===== src/rtl/ssd_pkg.sv =====
// Shared seven-segment constants and decode result type.
// Used by the scan capture monitor and the display decoder.
package ssd_pkg;

  localparam logic [3:0] CODE_BLANK = 4'hA;
  localparam logic [3:0] CODE_F     = 4'hF;

  // Segment order {a,b,c,d,e,f,g}, active-low
  localparam logic [6:0] SEG_0     = 7'b0000001;
  localparam logic [6:0] SEG_1     = 7'b1001111;
  localparam logic [6:0] SEG_2     = 7'b0010010;
  localparam logic [6:0] SEG_3     = 7'b0000110;
  localparam logic [6:0] SEG_4     = 7'b1001100;
  localparam logic [6:0] SEG_5     = 7'b0100100;
  localparam logic [6:0] SEG_6     = 7'b0100000;
  localparam logic [6:0] SEG_7     = 7'b0001111;
  localparam logic [6:0] SEG_8     = 7'b0000000;
  localparam logic [6:0] SEG_9     = 7'b0000100;
  localparam logic [6:0] SEG_F     = 7'b0111000;
  localparam logic [6:0] SEG_BLANK = 7'b1111111;

  typedef struct packed {
    logic       valid;
    logic [3:0] code;
  } seg_dec_t;

  localparam seg_dec_t DEC_INVALID = '{
    valid: 1'b0,
    code:  CODE_BLANK
  };

endpackage


===== src/rtl/ssd_pattern_decode.sv =====
// Combinational map from a 7-bit active-low segment pattern
// to {valid, code}; unknown patterns yield DEC_INVALID.
module ssd_pattern_decode
  import ssd_pkg::*;
(
  input  logic [6:0] pat,
  output seg_dec_t   dec
);

  always_comb begin
    dec = DEC_INVALID;
    unique case (1'b1)
      (pat == SEG_0):     dec = '{1'b1, 4'h0};
      (pat == SEG_1):     dec = '{1'b1, 4'h1};
      (pat == SEG_2):     dec = '{1'b1, 4'h2};
      (pat == SEG_3):     dec = '{1'b1, 4'h3};
      (pat == SEG_4):     dec = '{1'b1, 4'h4};
      (pat == SEG_5):     dec = '{1'b1, 4'h5};
      (pat == SEG_6):     dec = '{1'b1, 4'h6};
      (pat == SEG_7):     dec = '{1'b1, 4'h7};
      (pat == SEG_8):     dec = '{1'b1, 4'h8};
      (pat == SEG_9):     dec = '{1'b1, 4'h9};
      (pat == SEG_F):     dec = '{1'b1, CODE_F};
      (pat == SEG_BLANK): dec = '{1'b1, CODE_BLANK};
      default:            dec = DEC_INVALID;
    endcase
  end

endmodule


===== src/rtl/ssd_scan_capture.sv =====
// Captures a multiplexed 7-seg bus back into debounced digit codes.
// Define SSD_CAPTURE_DP_EN to debounce and report decimal points.
module ssd_scan_capture
  import ssd_pkg::*;
#(
  parameter int N_DIGITS     = 4,
  parameter int STABLE_SCANS = 2
) (
  input  logic                  clk,
  input  logic                  rst_n,
  input  logic [7:0]            display,
  input  logic [3:0]            ctrl,
  input  logic                  clr,
  output logic [4*N_DIGITS-1:0] digits,
  output logic [N_DIGITS-1:0]   digit_valid,
  output logic                  update,
  output logic                  ctrl_err,
  output logic                  pat_err,
  output logic [N_DIGITS-1:0]   dp
);

  localparam int CNTW = $clog2(STABLE_SCANS + 1);
  localparam logic [CNTW-1:0] CMAX = CNTW'(STABLE_SCANS);
`ifdef SSD_CAPTURE_DP_EN
  localparam int CW = 5;
`else
  localparam int CW = 4;
`endif
  localparam logic [CW-1:0] RST_VAL = CW'(CODE_BLANK);

  seg_dec_t dec;

  ssd_pattern_decode u_dec (
    .pat (display[7:1]),
    .dec (dec)
  );

  logic [N_DIGITS-1:0] en;
  logic [2:0]          nlow;
  logic                obs;
  logic                multi;
  logic [CW-1:0]       obs_v;

  logic [CW-1:0]       cand_q [N_DIGITS];
  logic [CW-1:0]       cand_d [N_DIGITS];
  logic [CNTW-1:0]     cnt_q  [N_DIGITS];
  logic [CNTW-1:0]     cnt_d  [N_DIGITS];
  logic [CW-1:0]       val_q  [N_DIGITS];
  logic [CW-1:0]       val_d  [N_DIGITS];
  logic [N_DIGITS-1:0] valid_q, valid_d;
  logic                update_q, update_d;
  logic                ctrl_err_q, ctrl_err_d;
  logic                pat_err_q, pat_err_d;
  logic                unused_in;

  assign en = ~ctrl[N_DIGITS-1:0];
  assign unused_in = ^{display[0], ctrl};

`ifdef SSD_CAPTURE_DP_EN
  assign obs_v = {~display[0], dec.code};
`else
  assign obs_v = dec.code;
`endif

  always_comb begin
    nlow = '0;
    for (int i = 0; i < N_DIGITS; i++) begin
      nlow = nlow + 3'(en[i]);
    end
  end

  assign obs   = (nlow == 3'd1);
  assign multi = (nlow > 3'd1);

  always_comb begin
    update_d = 1'b0;
    valid_d  = valid_q;
    for (int i = 0; i < N_DIGITS; i++) begin
      cand_d[i] = cand_q[i];
      cnt_d[i]  = cnt_q[i];
      val_d[i]  = val_q[i];
      if (obs && en[i] && dec.valid) begin
        if (obs_v == cand_q[i]) begin
          if (cnt_q[i] != CMAX) begin
            cnt_d[i] = cnt_q[i] + CNTW'(1);
          end
        end else begin
          cand_d[i] = obs_v;
          cnt_d[i]  = CNTW'(1);
        end
        // Re-commit of an unchanged value is harmless: no update.
        if (cnt_d[i] == CMAX) begin
          val_d[i]   = cand_d[i];
          valid_d[i] = 1'b1;
          if (cand_d[i] != val_q[i]) begin
            update_d = 1'b1;
          end
        end
      end
    end
    ctrl_err_d = multi | (ctrl_err_q & ~clr);
    pat_err_d  = (obs & ~dec.valid) | (pat_err_q & ~clr);
  end

  always_ff @(posedge clk or negedge rst_n) begin
    if (!rst_n) begin
      for (int i = 0; i < N_DIGITS; i++) begin
        cand_q[i] <= RST_VAL;
        cnt_q[i]  <= '0;
        val_q[i]  <= RST_VAL;
      end
      valid_q    <= '0;
      update_q   <= 1'b0;
      ctrl_err_q <= 1'b0;
      pat_err_q  <= 1'b0;
    end else begin
      for (int i = 0; i < N_DIGITS; i++) begin
        cand_q[i] <= cand_d[i];
        cnt_q[i]  <= cnt_d[i];
        val_q[i]  <= val_d[i];
      end
      valid_q    <= valid_d;
      update_q   <= update_d;
      ctrl_err_q <= ctrl_err_d;
      pat_err_q  <= pat_err_d;
    end
  end

  for (genvar g = 0; g < N_DIGITS; g++) begin : g_out
    assign digits[4*g +: 4] = val_q[g][3:0];
`ifdef SSD_CAPTURE_DP_EN
    assign dp[g] = val_q[g][4];
`else
    assign dp[g] = 1'b0;
`endif
  end

  assign digit_valid = valid_q;
  assign update      = update_q;
  assign ctrl_err    = ctrl_err_q;
  assign pat_err     = pat_err_q;

endmodule


===== config.mk =====
export PLATFORM = sky130hd
export DESIGN_NAME = ssd_scan_capture
export DESIGN_NICKNAME = d
export VERILOG_FILES = /design/src/rtl/ssd_pkg.sv /design/src/rtl/ssd_pattern_decode.sv /design/src/rtl/ssd_scan_capture.sv
export SDC_FILE = /design/constraint.sdc
export NUM_CORES = 1
export LEC_CHECK = 0
export CAP_MARGIN = 20
export CORE_ASPECT_RATIO = 1.2
export CORE_UTILIZATION = 30
export DETAILED_ROUTE_END_ITERATION = 8
export PLACE_DENSITY = 0.6
export SETUP_SLACK_MARGIN = 0.02
export SLEW_MARGIN = 40
export SYNTH_ARGS = -nofsm -noshare
export SYNTH_HDL_FRONTEND = slang
export SYNTH_SLANG_ARGS = --single-unit
export TNS_END_PERCENT = 5

===== constraint.sdc =====
create_clock -name clk -period 4.2 [get_ports clk]
set_input_delay 0.84 -clock clk [delete_from_list [all_inputs] [get_ports clk]]
set_output_delay 0.84 -clock clk [all_outputs]
set_load 0.01 [all_outputs]

; Yosys cells after proc, flatten, opt, wreduce, memory -nomap -nowiden
; Cells that the tools add are included.
[totals]
register_bits = 47
in_bits = 15
out_inout_bits = 27
word_cells = 109
[classes]
add_sub_neg = 7
magnitude_cmp = 1
eq_ne = 28
mux = 33
bitwise = 8
reduce_logical = 13
[ops]
columns = op, count
row1 = $pmux W5 S12, 1
row2 = $mux W4, 8
row3 = $mux W2, 12
row4 = $eq A7 B6 Y1 const B, 3
row5 = $eq A7 B7 Y1 const B, 3
row6 = $eq A4 B4 Y1, 4
row7 = $ne A4 B4 Y1, 4
row8 = $eq A7 B3 Y1 const B, 2
row9 = $mux W1, 12
row10 = $add A2 B1 Y2 const B, 4
row11 = $eq A2 B2 Y1 const B, 4
row12 = $logic_and A1 B1 Y1, 8
row13 = $ne A2 B2 Y1 const B, 4
row14 = $reduce_and A2 Y1, 4
row15 = $eq A7 B1 Y1 const B, 1
row16 = $eq A7 B4 Y1 const B, 1
row17 = $eq A7 B5 Y1 const B, 1
row18 = $logic_not A7 Y1, 1
row19 = $not A4 Y4, 1
row20 = $add A2 B1 Y3, 1
row21 = $add A3 B1 Y3, 1
row22 = $and A1 B1 Y1, 3
row23 = $eq A3 B1 Y1 const B, 1
row24 = $gt A3 B1 Y1 const B, 1
row25 = 3 further kinds, 5

; Longest topological paths before layout
[depth]
ltp_word = 21
mapped_depth = 12
ltp_nobuf = 11

; Cells and area by module
; A second synthesis with hierarchy kept.
[unflattened]
cells_unflattened = 244
hier_area_um2 = 2715.1
[modules_own_cells]
columns = mod, instances, cells_per_inst, area_per_inst_um2
row1 = ssd_scan_capture, 1, 206, 2451.1
row2 = ssd_pattern_decode, 1, 38, 264.0

; Worst setup path before layout
; Ideal clock, no wire load.
[synth_timing]
path_type = input-to-reg
from = input port ctrl[0]
to = register val_q, in the netlist digits[4]
setup_ps = 125
t_arrival_ps = 3538
required_time_ps = 4075
setup_slack_ps = 537
cell_stages = 12
n_path_buf = 2
path_cell_list = fa_1 > inv_1 > ha_1 > inv_1 > ha_1 > nor2_1 > nand2_1 > or3_1 > buf_2 > or4_1 > buf_2 > mux2_4
[synth_between]
elab_chain_len = 8
[synth_lines]
columns = item, line_no
row1 = start: declaration, ssd_scan_capture.sv:12  ; input logic [3:0] ctrl,
row2 = $not A4 Y4, ssd_scan_capture.sv:56  ; assign en = ~ctrl[N_DIGITS-1:0];
row3 = $add A1 B1 Y2, ssd_scan_capture.sv:68  ; nlow = nlow + 3'(en[i]);
row4 = $add A2 B1 Y3, ssd_scan_capture.sv:68
row5 = $add A3 B1 Y3, ssd_scan_capture.sv:68
row6 = $eq A3 B1 Y1, ssd_scan_capture.sv:72  ; assign obs = (nlow == 3'd1);
row7 = $logic_and A1 B1 Y1 (2 in series), ssd_scan_capture.sv:82  ; if (obs && en[i] && dec.valid) begin
row8 = $reduce_and A2 Y1 (no source line), --
row9 = end signal: indexed assignment, ssd_scan_capture.sv:120  ; val_q[i] <= val_d[i];
row10 = end: declaration, ssd_scan_capture.sv:48  ; logic [CW-1:0] val_q [N_DIGITS];
; No other way between the ends.
; A chain may end at the register's enable or synchronous reset.

; Worst setup path after layout
[layout_timing]
from = input port ctrl[0]
to = register val_q, in the netlist digits[12]
; The elaborated chain is that of the path after synthesis.

==> results.cfg <==
[yosys]
synth.lib_cells_used.distinct = 54
synth_seq_area_share_pct = 43.2
synth_area_per_cell_um2 = 10.7
synth_edf_count = 0
async_flop_share_pct = 100
syn_area_um2 = 2770
ys_ff_latch = 47
synthCells = 258
yosys_warnings = 0
synth-main-ff-cell = dfrtp_1

[sta]
period_minus_slack_ps = 3850
fin_crit_sh_pct = 91.7
final.setup.tns_ps = 0
fin_worst_skew_ps = 9.66
slew_viol_final = 0
slew_headroom_pct = 55.5
setup_viol_count_final = 0
fmax_mhz = 260
rsz0062_at_grt = false
worst_pin_slew_ps = 662
hold_violations = 0

[routing]
vias_per_cell = 4.69
dr.pass1.iters = 6
num_vias = 2004
routed_wl_mm = 5.79
wl_per_cell_um = 13.6
first_iter_violations = 74
route.detailed.drc = 1
antenna_left = 0

[global_route]
antenna_found_initial = 0
overflow = 0
grt_max_degree = 27
grt_pass1_wl_mm = 9.69
grt_pass1_vias = 2004
grt_use_total_pct = 13.2

[clocking]
cts_buffers = 5
cts_hold_buf = 0
clk_latency_ps = 300
post_cts_buffers = 0
htreeDepth = 2
path_clk_slew_ps = 90
cts-root-buf = clkbuf_8
cts_tree = yes
cts_sinks = 47
clockBufferDepth = 2
cts_resized = 0

[finish]
area_growth_pct = 24.3
layout_commonest_cell = clkdlybuf4s50_1
drive_above_1_share_pct = 27.0
nets = 329
fillers = 881
finish.instance_area_um2 = 3440
final_cell_mix = 35 x clkdlybuf4s50_1, 31 x dfrtp_1, 21 x xor2_1, 21 x buf_4, 18 x mux2_2
diodes = 0

[run]
maxCapViolations = 0

[worst_setup_path]
critPathCaptureType = register
start_kind = primary input
crit_type = in2reg
max_stage_delay_ps = 680
critPathArrivalTime_ps = 4040
critical_path_required_ps = 4390
cp_slowest_cell = or4_1
crit_fanout = 5
crit_chain = clkdlybuf4s50_1 > fa_1 > inv_1 > ha_1 > inv_1 > ha_1 > nor2_1 > nand2_1 > or3_1 > or4_1 > mux2_4
reg2regPathDepth = 6

[placement]
dpl.hpwl_mm = 4.51
gp_congestion = 0.772
portBuffers = 36
placedInstanceArea_um2 = 3330

[status]
violations = design-rule violations
status = finished, violations left

[hold_path]
hold-path-cell-count = 1
hold_class = reg2reg

[floorplanning]
die_x_um = 89.7
core-area_um2 = 8990
die-area_um2 = 9620
io_pins = 42
die_h_um = 107
rows = 38
start_util_pct = 30.8

[power]
power_uw = 1340
power_leakage_uw = 0.00155
ir_drop_v = 0.000134
powerDensity_nw_per_um2 = 389
-- cell type report --
class | count | area [µm²] | area share (%)
tap | 120 | 150 | 4.37
sequential | 47 | 1200 | 34.8
timing repair buffer | 57 | 513 | 14.9
clock buffer | 6 | 72.6 | 2.11
multi-input combinational | 178 | 1410 | 40.9
inverter | 17 | 63.8 | 1.86
clock inverter | 2 | 37.5 | 1.09
-- power by group --
group	total, µW	internal (µW)	leakage (µW)	switching [µW]
Combinational	376	187	0.000931	190
Clock	329	178	0.0000514	151
Sequential	631	575	0.000570	56.2
Total	1340	939	0.00155	397
-- per-stage QoR --
step                setup slack (ps)  hold WS [ps]  cells  util (%)
finish                           350           467    427      38.3
global route                     168           488    427      38.3
CTS                              339           476    427      38.3
detailed placement              3.79           453    419      37.1
global placement                46.8           451    419      37.1
floorplan                        537           449    261         -
-- flip-flops by register name, summed over array words and instances, names as in the netlist --
signal	count
pat_err	1
digit_valid	4
ctrl_err	1
cnt_q	8
update	1
digits	16
cand_q	16
-- cells in the mapped netlist, drive strengths merged, types with 2 or more instances --
| master | instances | share of area (%) |
|---|---|---|
| a211o | 2 | 0.68 |
| a21oi | 5 | 0.90 |
| a31oi | 3 | 0.68 |
| and3 | 2 | 0.45 |
| buf | 13 | 3.2 |
| clkbuf | 6 | 0.90 |
| dfrtp | 31 | 28 |
| dfstp | 16 | 15 |
| ha | 7 | 3.2 |
| inv | 17 | 2.3 |
| mux2 | 26 | 12 |
| nand2 | 12 | 1.7 |
| nand2b | 2 | 0.45 |
| nand3 | 6 | 1.1 |
| nand4 | 5 | 1.1 |
| nand4b | 2 | 0.63 |
| nor2 | 15 | 2.0 |
| nor3 | 10 | 2.2 |
| nor4 | 10 | 2.3 |
| o21ai | 4 | 0.72 |
| o2bb2a | 2 | 1.1 |
| or2 | 2 | 0.45 |
| or3 | 7 | 1.6 |
| or4 | 2 | 0.54 |
| or4b | 2 | 0.86 |
| xnor2 | 10 | 3.2 |
| xor2 | 22 | 7.2 |
-- worst paths after layout --
check / slack, ps / from / end
max: 350 / ctrl[0] / digits[12]$_DFFE_PN0P_
min: 470 / digit_valid[3]$_DFFE_PN0P_ / digit_valid[3]$_DFFE_PN0P_
max reg2reg: 2110 / cnt_q[0]$_DFFE_PN0P_ / digits[12]$_DFFE_PN0P_
min reg2reg: 470 / digit_valid[3]$_DFFE_PN0P_ / digit_valid[3]$_DFFE_PN0P_
max in group asynchronous: 2890 / rst_n / digits[15]$_DFFE_PN1P_
min in group asynchronous: 510 / rst_n / update$_DFF_PN0_
-- critical path: cells and delay by family --
kind                     cells  cell delay, ps
adder cells (fa/ha/maj)      3             940
buffers and inverters        3             560
multiplexers                 1             350
AND/OR/NAND/NOR              4            1360
-- logic make-up after synthesis --
group / Yosys count / synth area share (%)
buffers and inverters: 36 / 6.37
other: 1 / 0.135
adder cells (fa/ha/maj): 8 / 3.89
AO/OA/AOI/OAI: 26 / 7.37
AND/OR/NAND/NOR: 82 / 17.0
multiplexers: 26 / 11.7
XOR/XNOR: 32 / 10.4
flip-flops: 47 / 43.2
-- routing by layer --
| layer | routed length, µm | GRT usage, % | vias to the layer above |
|---|---|---|---|
| met5 | 0 | 0 | - |
| met4 | 133 | 5.10 | 0 |
| met3 | 121 | 2.31 | 8 |
| met2 | 3090 | 23.0 | 34 |
| met1 | 2440 | 15.8 | 977 |
| li1 | - | - | 985 |
Note: power is estimated with default switching activity, not from simulation.
